===== src/rtl/sop_eval_prog.sv =====
// sop_eval_prog -- programmable, registered sum-of-products evaluator.
//
// Each of N_TERMS product terms has a care mask, a polarity mask and an
// enable bit. Terms are written at run time through the cfg_* port.
// The function is f = OR of all terms. Input vectors stream through with
// one cycle of latency. A built-in sweep walks every 2^N_IN input vector,
// counts the vectors with f=1 and reports the count on minterm_cnt.
//
// Ports
//   clk, rst          rising-edge clock, synchronous active-high reset
//   cfg_we/idx        term write strobe and term index (IDLE only)
//   cfg_care/pol/en   new care mask, polarity mask and enable for the term
//   in_valid/in_vec   streamed input vector (IDLE only)
//   sweep_start       start an exhaustive sweep (IDLE only)
//   out_valid         result valid; out_f/out_terms/out_vec hold otherwise
//   out_f/out_terms   function value and per-term values
//   out_vec           vector that produced the result
//   sweep_busy        sweep in progress (RUN or DONE)
//   sweep_done        one-cycle pulse when the sweep finishes
//   minterm_cnt       count of f=1 vectors in the last completed sweep
module sop_eval_prog #(
  parameter int N_IN    = 5,
  parameter int N_TERMS = 6,
  parameter int IW      = (N_TERMS > 1) ? $clog2(N_TERMS) : 1
) (
  input  logic               clk,
  input  logic               rst,
  input  logic               cfg_we,
  input  logic [IW-1:0]      cfg_idx,
  input  logic [N_IN-1:0]    cfg_care,
  input  logic [N_IN-1:0]    cfg_pol,
  input  logic               cfg_en,
  input  logic               in_valid,
  input  logic [N_IN-1:0]    in_vec,
  input  logic               sweep_start,
  output logic               out_valid,
  output logic               out_f,
  output logic [N_TERMS-1:0] out_terms,
  output logic [N_IN-1:0]    out_vec,
  output logic               sweep_busy,
  output logic               sweep_done,
  output logic [N_IN:0]      minterm_cnt
);

  localparam logic [1:0] S_IDLE = 2'd0;
  localparam logic [1:0] S_RUN  = 2'd1;
  localparam logic [1:0] S_DONE = 2'd2;

  localparam logic [N_IN-1:0] VEC_LAST = '1;

  // Term configuration
  logic [N_IN-1:0]    care_q [N_TERMS];
  logic [N_IN-1:0]    pol_q  [N_TERMS];
  logic [N_TERMS-1:0] en_q;

  // Sweep control and result registers
  logic [1:0]         state_q,     state_d;
  logic [N_IN-1:0]    cnt_q,       cnt_d;
  logic [N_IN:0]      acc_q,       acc_d;
  logic [N_IN:0]      mcnt_q,      mcnt_d;
  logic               done_q,      done_d;
  logic               out_valid_q, out_valid_d;
  logic               out_f_q,     out_f_d;
  logic [N_TERMS-1:0] out_terms_q, out_terms_d;
  logic [N_IN-1:0]    out_vec_q,   out_vec_d;

  // Evaluator datapath
  logic [N_IN-1:0]    eval_vec;
  logic [N_TERMS-1:0] term_val;
  logic               f_val;
  logic               eval_fire;
  logic               cfg_ok;

  // Config is locked outside IDLE; out-of-range indices are dropped.
  assign cfg_ok = cfg_we && (state_q == S_IDLE) && (int'(cfg_idx) < N_TERMS);

  // NOTE: the term table is a handful of flops, not a RAM, so it can and
  // must be cleared by reset; a real memory macro would not allow this.
  always_ff @(posedge clk) begin
    if (rst) begin
      for (int t = 0; t < N_TERMS; t++) begin
        care_q[t] <= '0;
        pol_q[t]  <= '0;
      end
      en_q <= '0;
    end else if (cfg_ok) begin
      care_q[cfg_idx] <= cfg_care;
      pol_q[cfg_idx]  <= cfg_pol;
      en_q[cfg_idx]   <= cfg_en;
    end
  end

  // The sweep counter replaces the streamed vector while running. A write
  // in the same cycle lands at the edge, so this vector still sees the
  // old config.
  assign eval_vec  = (state_q == S_RUN) ? cnt_q : in_vec;
  assign eval_fire = (state_q == S_RUN) || ((state_q == S_IDLE) && in_valid);

  // A bit matches when it equals its polarity or is a don't-care.
  always_comb begin
    for (int t = 0; t < N_TERMS; t++) begin
      term_val[t] = en_q[t] & (&(~(eval_vec ^ pol_q[t]) | ~care_q[t]));
    end
  end

  assign f_val = |term_val;

  // NOTE: every always_comb output gets a default first so no path leaves
  // a signal unassigned, which would infer a latch.
  always_comb begin
    state_d     = state_q;
    cnt_d       = cnt_q;
    acc_d       = acc_q;
    mcnt_d      = mcnt_q;
    done_d      = 1'b0;
    out_valid_d = eval_fire;
    out_f_d     = out_f_q;
    out_terms_d = out_terms_q;
    out_vec_d   = out_vec_q;

    if (eval_fire) begin
      out_f_d     = f_val;
      out_terms_d = term_val;
      out_vec_d   = eval_vec;
    end

    case (state_q)
      S_IDLE: begin
        if (sweep_start) begin
          state_d = S_RUN;
          cnt_d   = '0;
          acc_d   = '0;
        end
      end
      S_RUN: begin
        if (f_val) acc_d = acc_q + (N_IN+1)'(1);
        // Counter stops on the last vector rather than wrapping.
        if (cnt_q == VEC_LAST) state_d = S_DONE;
        else                   cnt_d   = cnt_q + N_IN'(1);
      end
      S_DONE: begin
        // The last result is on the outputs now; publish the final count.
        state_d = S_IDLE;
        mcnt_d  = acc_q;
        done_d  = 1'b1;
      end
      default: state_d = S_IDLE;
    endcase
  end

  // NOTE: sequential state uses non-blocking assignments only, so every
  // flop samples the pre-edge values regardless of statement order.
  always_ff @(posedge clk) begin
    if (rst) begin
      state_q     <= S_IDLE;
      cnt_q       <= '0;
      acc_q       <= '0;
      mcnt_q      <= '0;
      done_q      <= 1'b0;
      out_valid_q <= 1'b0;
      out_f_q     <= 1'b0;
      out_terms_q <= '0;
      out_vec_q   <= '0;
    end else begin
      state_q     <= state_d;
      cnt_q       <= cnt_d;
      acc_q       <= acc_d;
      mcnt_q      <= mcnt_d;
      done_q      <= done_d;
      out_valid_q <= out_valid_d;
      out_f_q     <= out_f_d;
      out_terms_q <= out_terms_d;
      out_vec_q   <= out_vec_d;
    end
  end

  assign out_valid   = out_valid_q;
  assign out_f       = out_f_q;
  assign out_terms   = out_terms_q;
  assign out_vec     = out_vec_q;
  assign sweep_busy  = (state_q != S_IDLE);
  assign sweep_done  = done_q;
  assign minterm_cnt = mcnt_q;

endmodule


===== config.mk =====
export PLATFORM = sky130hd
export DESIGN_NAME = sop_eval_prog
export DESIGN_NICKNAME = d
export VERILOG_FILES = /design/src/rtl/sop_eval_prog.sv
export SDC_FILE = /design/constraint.sdc
export NUM_CORES = 1
export LEC_CHECK = 0
export CAP_MARGIN = 20
export CORE_MARGIN = 4
export CORE_UTILIZATION = 61
export CTS_CLUSTER_DIAMETER = 120
export DETAILED_ROUTE_END_ITERATION = 7
export GPL_ROUTABILITY_DRIVEN = 1
export PLACE_DENSITY_LB_ADDON = 0.1
export SLEW_MARGIN = 20
export SYNTH_ARGS = -nofsm -noshare
export SYNTH_HDL_FRONTEND = slang
export SYNTH_SLANG_ARGS = --single-unit

===== constraint.sdc =====
create_clock -name clk -period 6.51 [get_ports clk]
set_input_delay 0.651 -clock clk [delete_from_list [all_inputs] [get_ports clk]]
set_output_delay 0.651 -clock clk [all_outputs]
set_load 0.1 [all_outputs]

# Word level (Yosys, flattened, before mapping)
# Memories as Yosys holds them, arrays and structs flattened.
# Cells that the tools add are included.
# totals
memories	2
mem_bits_rw	60
reg_bits	39
out_inout_bits	21
# classes
n_bitwise	30
muxes	25
n_eq_ne	7
n_addsub	2
n_reduce_logical	20
order_cmp	3
# memory_table
memory	depth	word_bits	read_ports	rd_ports_with_merged_regs	wr	line_no	source
care_q	6	5	6	0	6	52	logic [N_IN-1:0] care_q [N_TERMS];
pol_q	6	5	6	0	6	53	logic [N_IN-1:0] pol_q [N_TERMS];
# ops
operator	count
NOT 5 bit	12
OR 5 bit	6
AND reduction 5 bit	6
bitwise XOR 5 bit	6
2-to-1 mux 5 bit	5
2-to-1 mux 6 bit	2
case mux 6 bit (2 select lines)	1
case mux 5 bit (2 select lines)	1
OR reduction 5 bit	2
2-to-1 mux 1 bit	9
adder 6 x 1 -> 6 bit, second input constant	1
bitwise AND 1 bit	6
bitwise mux 6 bit	1
2-to-1 mux 3 bit	2
inequality test 2 bit, second input constant	3
AND reduction 3 bit	2
OR reduction 6 bit	1
adder 5 x 1 -> 5 bit, second input constant	1
equality test 5 bit, second input constant	1
logical AND 1 bit	4
< comparator 3 x 4 -> 1 bit, second input constant	1
2-to-1 mux 2 bit	2
case mux 2 bit (2 select lines)	1
nonzero test 2 bit	2
other kinds (9)	9

# Longest topological paths before layout
# logic_depth
depth_word	10
ltp_mapped	10
ltp_nobuf	8

# Least setup slack after synthesis
# No wires, ideal clock.
# synth_timing
kind	register to register
from	register state_q[1]
to	register acc_q[3]
n_path_buf	2
synth_period_minus_slack_ns	2.207
stages_incl_launch_ff	11
setup_time_ns	0.116
arrival_ns	2.091
path_slack_ns	4.303
cell_sequence	dfxtp_1 nand2b_1 buf_6 buf_6 mux2i_4 xnor2_1 nand2_1 nand4_2 nand4_4 o311a_1 a31o_1
# synth_between
elab_chain_cells	10
elab_cells_between_ends	39
# synth_rtl
element	line_no	source
start: declaration	57	logic [1:0] state_q, state_d;
start signal: assignment	165	state_q <= state_d;
equality test 2 x 1 -> 1 bit	96, 127	
2-to-1 mux 5 bit	96	assign eval_vec = (state_q == S_RUN) ? cnt_q : in_vec;
bitwise XOR 5 bit	102	term_val[t] = en_q[t] & (&(~(eval_vec ^ pol_q[t]) | ~care_q[t]));
NOT 5 bit	102	
OR 5 bit	102	
AND reduction 5 bit	102	
bitwise AND 1 bit	102	
OR reduction 6 bit	106	assign f_val = |term_val;
inequality test 2 bit (no source line)	--	
AND reduction 3 bit (no source line)	--	
end signal: assignment	157	acc_q <= '0;
end signal: assignment	167	acc_q <= acc_d;
end: declaration	59	logic [N_IN:0] acc_q, acc_d;
# Several ways; a longest one is shown, not always the timed one.
# A chain may end at the register's enable or synchronous reset.

# Final worst setup path
# layout_timing
from	register state_q[1]
to	register acc_q[4]
# Same word-level chain as after synthesis.

==> qor.txt <==
Slowest CP cell - nand2b_1
Worst slew margin relative to its limit - 0.338
Share of power burned in registers - 0.567
Placed Cells incl. Taps - 514
Critical path fanouts, max - 14
Synth top area share - 0.413
Number of nets with antenna violations after routing - 0
Initial drt markers - 265
Setup repair after global routing missed its margin - false
Asr flop ratio synth - 0
Tcrit/Tclk final - 0.467
Inserted Diodes - 0
Simple-gate portion of the synthesized area - 0.171
Maximum VDD drop - 0.166 mV
Root buffer cell - clkbuf_8
Max Clock Skew - 0.0105 ns
Worst min path class - reg -> reg
Via count - 2989
Routability congestion estimate from global placement - 0.895
Non-filler cells in the finished layout - 530
Critical path class - reg -> reg
Vias per cell - 5.64
Ratio of total power to cell area - 244 nW/um^2
Clock Sinks - 99
Number of distinct library cells after synthesis - 45
Final design instance area without fill - 5040 um^2
Effective utilization at floorplan - 0.636
Resized Gates After CTS - 0
Clock power frac - 0.302
Share of cells above drive strength 1 - 0.0876
Core ar. - 6870 um^2
Net switching power - 0.000343 W
Crit-path max cell delay - 0.75 ns
Utilization after layout - 0.734
Post-synthesis instance total - 389
Final net count - 456
Tot GR Track Use - 0.233
Minimum clock period - 3.04 ns
Combinational fraction of design power - 0.131
Standard cell area after detailed placement - 4860 um^2
Wire length of the first global-routing pass - 14700 um
Routed wirelength normalized by instance count - 17.7 um
Arrival time at the worst endpoint - 3.30 ns
Design internal power - 0.000889 W
CP startpoint kind - flip-flop
Synthesized-area fraction occupied by adder cells - 0.00860
Post-synth top area cell - edfxtp_1
Leading cell types by total area after synthesis - edfxtp_1 41%, dfxtp_1 18%, nor2_1 7.7%
# setup viols final - 0
DIE WIDTH - 92.6 um
Maximum number of pins on one net before global-route repair - 43
Detail Placement HPWL - 6510 um
Final number of max-transition violations - 0
Synth Flop Type - edfxtp_1
Layout Area Growth over Synthesis - 15.5%
FMAX - 329 MHz
Cell Area, Synth - 4370 um^2
Remaining routing DRC violations - 0
Run status - complete, no violations
Antenna violations before repair - 0
Top Ports - 45
Post-synthesis net count - 416
Proportion of synthesized area in mux cells - 0.0487
Xor/xnor cell area share of the yosys netlist - 0.0682
Total negative slack for setup checks - 0 ns
Number of storage elements in the synthesis netlist - 99
Largest family of logic cells by synthesized area - simple AND/OR/NAND/NOR gates
Number of I/O port buffers - 44
Std-Cell Rows - 30
CTS tree - yes
Routed Wire Length - 9390 um
Net switching fraction of the power - 0.279
Ordered list of cells on the worst path - nand2b_1 -> mux2i_4 -> xnor2_1 -> a22oi_1 -> nand4_1 -> nand4_4 -> o311a_1 -> a31o_1
Post-CTS Setup Inserts - 0
Global-route congestion overflow total - 0
Worst-path clk slew - 0.10 ns
Hold violation total from the final report - 0
Worst-case setup margin in the final layout - 3.47 ns
Slew @ Worst Pin - 0.989 ns
Via count of the first global-routing pass - 2800
CTS HTree Levels - 3
Post-synthesis compound-gate area fraction - 0.0831
Insertion delay of the later-clocked pin in the worst-skew pair - 0.36 ns
Count of TritonRoute iterations in the first routing pass - 5
Part of the Yosys area used for sequential elements - 0.592
Quantity of hold-fixing buffers added after cts - 0
Number of warnings printed during yosys synthesis - 0
Setup slack after placement - 3.47 ns
Number of buffers created by CTS - 9
Number of buffers between clock root and the deepest sink - 2
Per-instance average area after synthesis - 11.2 um^2
Worst EP required - 6.77 ns
Chip Height - 92.6 um
Die area - 8570 um^2
Max-cap violations - 0
Number of flops mapped to enable cells by yosys - 60
Leakage power total - 1.85 nW
Critical path capture point type - flip-flop
[per-stage QoR]
step           hold WS, ns  total power, W
3_5_place_dp         0.469        0.000875
5_1_grt              0.512         0.00128
3_3_place_gp         0.466        0.000873
4_1_cts              0.486         0.00123
2_1_floorplan        0.448        0.000827
6_report             0.485         0.00123
[synthesized netlist by cell type (2+ instances only)]
library cell   n
a211oi_1       5
a21oi_1       13
a22oi_1        8
a22oi_2        4
a31o_1         3
and2_1         2
and3_1         2
buf_1          2
buf_6          2
clkbuf_1      12
dfxtp_1       39
edfxtp_1      60
ha_1           3
inv_1         14
mux2i_1       10
mux2i_4        5
nand2_1       26
nand2b_1       8
nand3_1        5
nand4_1        4
nand4_2        3
nor2_1        90
nor2b_1        3
nor3_1         5
nor3b_1        2
o21ai_0        3
o311a_1        3
or2_2          4
xnor2_1       32
xor2_1         2
[kinds of logic after synthesis]
kind of cell               Yosys count
buffers and inverters               30
DFF                                 99
xor gates and xnor gates            34
muxes                               15
AOI/OAI and AO/OA                   47
adders and majority gates            3
and+or+nand+nor                    161
[placed cells by master (no fill, tap or decap), types with 4 or more instances in the layout]
| cell | Yosys | routed |
|---|---|---|
| nor2_1 | 90 | 90 |
| edfxtp_1 | 60 | 60 |
| clkdlybuf4s50_1 | 0 | 44 |
| dfxtp_1 | 39 | 39 |
| xnor2_1 | 32 | 32 |
| nand2_1 | 26 | 26 |
| inv_1 | 14 | 14 |
| a21oi_1 | 13 | 13 |
| mux2i_1 | 10 | 10 |
| clkbuf_8 | 0 | 9 |
| nand2b_1 | 8 | 8 |
| a22oi_1 | 8 | 8 |
| nand3_1 | 5 | 5 |
| mux2i_4 | 5 | 5 |
| a211oi_1 | 5 | 5 |
| nor3_1 | 5 | 5 |
| or2_2 | 4 | 4 |
| nand4_1 | 4 | 4 |
| a22oi_2 | 4 | 4 |
[layout make-up]
cell class	count	area, um^2
Tap cell	96	120
Clock inverter	7	60.1
Multi-Input combinational cell	260	1660
Inverter	14	52.6
Sequential cell	99	2580
Fill cell	490	1830
Clock buffer	9	124
Timing Repair Buffer	45	448
[final timing paths]
| path | slack [ns] | endpoint | startpoint | cells past startpoint |
|---|---|---|---|---|
| setup reg to reg | 3.47 | acc_q[4] | state_q[1] | 8 |
| hold reg to reg | 0.49 | en_q[1] | en_q[1] | 2 |
| setup / recovery | 3.47 | acc_q[4] | state_q[1] | 8 |
| hold / removal | 0.49 | en_q[1] | en_q[1] | 2 |
[worst max-delay path: cells and delay by family, from the launching register on]
family                    cells  cell delay [ns]
muxes                         1             0.61
and+or+nand+nor               3             1.11
DFF                           1             0.41
xor gates and xnor gates      1             0.18
AOI/OAI and AO/OA             3             0.64
[state kept, by name, indices dropped and copies added (netlist names)]
name / count
care_q: 30
pol_q: 30
acc_q: 6
en_q: 6
minterm_cnt: 6
out_terms: 6
cnt_q: 5
out_vec: 5
state_q: 2
out_f: 1
out_valid: 1
sweep_done: 1
[metal layers]
layer	track usage	vias up	routed length (um)
met5	0	-	0
met3	0.0487	24	717
met4	0.114	0	363
li1	-	1426	-
met2	0.364	108	4360
met1	0.309	1431	3950
[power by group through the flow]
stage                     Sequential (W)  Clock (W)  Combinational, W
after floorplan                 0.000738          0         0.0000892
after global placement          0.000713          0          0.000160
after detailed placement        0.000713          0          0.000162
after CTS                       0.000699   0.000373          0.000162
after global routing            0.000701   0.000401          0.000173
final                           0.000699   0.000372          0.000162
Note: power is estimated with default switching activity, not from simulation.
